[src/rtl/syn_add_seq.sv]
// syn_add_seq: WIDTH-bit adder built by sequencing an external registered
// 8-bit adder one byte per cycle, LSB byte first, carry chained through the
// adder's registered cout. Owns the start/busy/done handshake and assembles
// the result.
// Optional build macro: SYN_ADD_SEQ_SIGNED_OVF_EN enables the signed overflow
// flag; without it ovf is tied to 0.
module syn_add_seq #(
  parameter int unsigned WIDTH = 32
) (
  input  logic             clk,
  input  logic             rst_n,
  input  logic             start,
  input  logic [WIDTH-1:0] op_a,
  input  logic [WIDTH-1:0] op_b,
  input  logic             op_cin,
  output logic             busy,
  output logic             done,
  output logic [WIDTH-1:0] result,
  output logic             carry_out,
  output logic             ovf,
  output logic [7:0]       add_a,
  output logic [7:0]       add_b,
  output logic             add_cin,
  input  logic [7:0]       add_sum,
  input  logic             add_cout
);

  localparam int unsigned NB   = WIDTH / 8;
  localparam int unsigned IDXW = (NB > 1) ? $clog2(NB) : 1;
  localparam int unsigned SELW = IDXW + 3;

  typedef enum logic [1:0] {
    IDLE  = 2'd0,
    ISSUE = 2'd1,
    DRAIN = 2'd2
  } state_t;

  state_t            state;
  state_t            state_nxt;
  logic [IDXW-1:0]   idx;
  logic [WIDTH-1:0]  a_reg;
  logic [WIDTH-1:0]  b_reg;
  logic              cin_reg;
  logic              last_slice;
  logic [SELW-1:0]   cur_lo;
  logic [SELW-1:0]   prev_lo;

  assign last_slice = (idx == IDXW'(NB - 1));
  assign cur_lo     = {idx, 3'b000};
  assign prev_lo    = {idx - IDXW'(1), 3'b000};

  // State register
  always_ff @(posedge clk) begin
    if (!rst_n) begin
      state <= IDLE;
    end else begin
      state <= state_nxt;
    end
  end

  // Next-state and adder drive; adder inputs are zero outside ISSUE
  always_comb begin
    state_nxt = state;
    add_a     = 8'h00;
    add_b     = 8'h00;
    add_cin   = 1'b0;
    case (state)
      IDLE: begin
        if (start) begin
          state_nxt = ISSUE;
        end
      end
      ISSUE: begin
        add_a   = a_reg[cur_lo +: 8];
        add_b   = b_reg[cur_lo +: 8];
        add_cin = (idx == IDXW'(0)) ? cin_reg : add_cout;
        if (last_slice) begin
          state_nxt = DRAIN;
        end
      end
      DRAIN: begin
        state_nxt = IDLE;
      end
      default: begin
        state_nxt = IDLE;
      end
    endcase
  end

  // Operand capture, slice index, result assembly and handshake outputs
  always_ff @(posedge clk) begin
    if (!rst_n) begin
      idx       <= '0;
      a_reg     <= '0;
      b_reg     <= '0;
      cin_reg   <= 1'b0;
      busy      <= 1'b0;
      done      <= 1'b0;
      result    <= '0;
      carry_out <= 1'b0;
    end else begin
      done <= 1'b0;
      busy <= (state_nxt != IDLE);
      case (state)
        IDLE: begin
          if (start) begin
            a_reg   <= op_a;
            b_reg   <= op_b;
            cin_reg <= op_cin;
            idx     <= '0;
          end
        end
        ISSUE: begin
          // The adder's output for slice k-1 is available while issuing slice k
          if (idx != IDXW'(0)) begin
            result[prev_lo +: 8] <= add_sum;
          end
          idx <= last_slice ? '0 : idx + IDXW'(1);
        end
        DRAIN: begin
          result[WIDTH-1 -: 8] <= add_sum;
          carry_out            <= add_cout;
          done                 <= 1'b1;
        end
        default: begin
          idx <= '0;
        end
      endcase
    end
  end

`ifdef SYN_ADD_SEQ_SIGNED_OVF_EN
  // Signed overflow: like-signed operands producing an opposite-signed sum
  always_ff @(posedge clk) begin
    if (!rst_n) begin
      ovf <= 1'b0;
    end else if (state == DRAIN) begin
      ovf <= (a_reg[WIDTH-1] == b_reg[WIDTH-1]) && (add_sum[7] != a_reg[WIDTH-1]);
    end
  end
`else
  assign ovf = 1'b0;
`endif

endmodule

[config.mk]
export PLATFORM = sky130hd
export DESIGN_NAME = syn_add_seq
export DESIGN_NICKNAME = d
export VERILOG_FILES = /design/src/rtl/syn_add_seq.sv
export SDC_FILE = /design/constraint.sdc
export NUM_CORES = 1
export LEC_CHECK = 0
export CORE_MARGIN = 2
export CORE_UTILIZATION = 51
export DETAILED_ROUTE_END_ITERATION = 7
export GPL_TIMING_DRIVEN = 0
export PLACE_DENSITY_LB_ADDON = 0.08
export SLEW_MARGIN = 20
export SYNTH_ARGS = -nofsm -noshare
export SYNTH_HDL_FRONTEND = slang
export SYNTH_SLANG_ARGS = --single-unit
[constraint.sdc]
create_clock -name clk -period 4.7 [get_ports clk]
set_input_delay 0.94 -clock clk [delete_from_list [all_inputs] [get_ports clk]]
set_output_delay 0.94 -clock clk [all_outputs]
set_load 0.005 [all_outputs]
==> metrics <==
Peak VDD IR 0.175 mV; synthesized instance count ~530; P_int around 1.3 mW; top_reg_cell synth dfxtp_1; syn nets 612; Worst Path Required 3760 ps; CTS tree yes; reg2reg start idx[0]; element type at the critical path start flop; Remaining DRCs 0; library cells used by synthesis 34; IO Pins 130; Clock Skews 6.73 ps; Clock power frac 30.9%; Yosys Warn Count 0; Reg clk slew, reported paths ~90 ps; RD Place Congestion 0.871; Hold Crit Class reg -> reg; period utilization between 70% and 80%; post-synthesis sequential area ratio 46.0%; Initial Util roughly 52%; Final ANT Viol Nets 0; pwr/cell area ~290 nW/um^2; fin crit period 3300 ps; Num CTS Buffers 9; number of I/O port buffers 128; first-pass GRT wire length between 15 and 20 mm; FILL cells 733; die area 9650 sq um; Sink Count about 100; Setup crit end kind primary output; hold path cells 2; crit path capture add_a[0]; maximum root-to-sink buffer count 2; register area 2080 sq um; final hold violations 0; Multi-input gate area about 2100 sq um; ys async rst share 0%; Yosys reg bits 104; vias in the first global route roughly 4200; CTS Root Cell clkbuf_8; status finished clean; Total GRT Usage 25.7%; Post-Syn Area per Cell 8.57 sq um; Pre-antenna DRT Iters 5; most common cell after layout, fill and taps aside nand2_1; Switching Power 456 uW; R2R Setup Slk 2500 ps; P_leak 2.16 nW; Die W approximately 100 microns; reg2reg end result[29]; largest net degree at the start of global routing 17; DRT iter0 DRCs 210; worst endpoint data arrival time 2360 ps; clk_lat worst skew 370 ps; WL final 12.2 mm; Reg power frac 53.3%; CP Launch Point idx[1]; DP Worst Slack approximately 1600 ps; Final Max Slew Viols 0; number of setup buffers added after CTS 0; number of diodes 0; Layout area overhead 35.4%; # setup viols final 0; Slew HR between 50 and 60%; layout cell share with drive strength beyond 1 9.24%; RSZ-0062 raised after global routing no; Max-Cap Viols 0; FF-to-FF path depth 8; via count about 4200; CP max FO 10; Final HPWL DP 8.93 mm; final hold slack 455 ps; Worst Tran Pin Value 626 ps; Post-CTS Resized 0; most frequent cells in the layout nand2_1 (157), clkdlybuf4s50_1 (128), dfxtp_1 (104); fin nets 751; core region area 8680 sq um; Final TNS setup 0 ps; Max H-tree Level 3; Rows 34; Comb pwr share around 16%; Max Clk Rate 303 MHz; cell area after synthesis 4530 sq um; Post-synth EDFFs 0; cts hold-fix bufs 0; initial antenna violation count 0; sw frac 25.9%; drt wl/cell 15.7 microns; CP Class reg -> out; Die Ht roughly 100 microns; aggregate global routing overflow 0; via/cell ratio 5.40; final setup margin roughly 1400 ps
logic make-up after synthesis:
logic type                 synth area share, %
adders and majority gates                 1.93
muxes                                     8.18
buffers and inverters                     6.61
DFF                                       46.0
and+or+nand+nor                           25.3
other                                   0.0828
AOI/OAI and AO/OA                         11.9
routing by layer:
layer,GRT usage [%],wire length (microns)
met5,0,0
met4,9.38,220
met3,5.80,781
met2,44.2,6240
met1,31.8,4980
worst max-delay path, stage by stage (launching register included):
cell and delay (ps):
dfxtp_1 400, buf_2 300, buf_2 330, mux4_2 330, nor2b_1 160, clkdlybuf4s50_1 480
cells in the mapped netlist (3+ instances only):
master / count / area (sq um)
nand2_1: 157 / 589
dfxtp_1: 104 / 2080
a21oi_1: 90 / 450
nand3_1: 40 / 200
clkbuf_1: 19 / 71.3
nor2b_1: 18 / 113
mux4_2: 16 / 360
buf_2: 10 / 50.1
buf_6: 9 / 101
nand4_1: 8 / 50.1
o211ai_1: 8 / 60.1
ha_1: 7 / 87.6
buf_4: 6 / 45.0
inv_1: 4 / 15.0
nor4bb_1: 4 / 40.0
buf_1: 3 / 11.3
nand4bb_1: 3 / 33.8
nor2_1: 3 / 11.3
power groups by stage:
stage	combinational, mW	sequential (mW)	clock (mW)
after global placement	0.271	0.957	0
after floorplan	0.151	0.953	0
after CTS	0.277	0.939	0.557
final	0.278	0.939	0.544
after global routing	0.300	0.944	0.594
after detailed placement	0.276	0.959	0
per-stage QoR:
step                util (%)  cells  area [sq um]  total power [mW]
finish                  70.6    779          6130              1.76
global route            70.6    779          6130              1.84
CTS                     70.6    779          6130              1.77
detailed placement      68.5    764          5940              1.23
global placement        68.5    764          5940              1.23
floorplan                  -    528          4530              1.10
cell type report:
type	count	share of cell area, %
clock buffer	10	2.08
sequential	104	34.0
timing repair buffer	128	20.9
multi-input combinational	372	35.0
inverter	4	0.245
tap	108	2.20
buffer	48	4.63
clock inverter	5	0.959
worst min-delay path by stage:
stage	startpoint	to	slack (ps)
floorplan	a_reg[11]	a_reg[11]	430
global placement	result[3]	result[3]	440
detailed placement	result[13]	result[13]	440
CTS	a_reg[24]	a_reg[24]	460
global route	b_reg[28]	b_reg[28]	480
finish	b_reg[24]	b_reg[24]	450
Note: power is estimated with default switching activity, not from simulation.
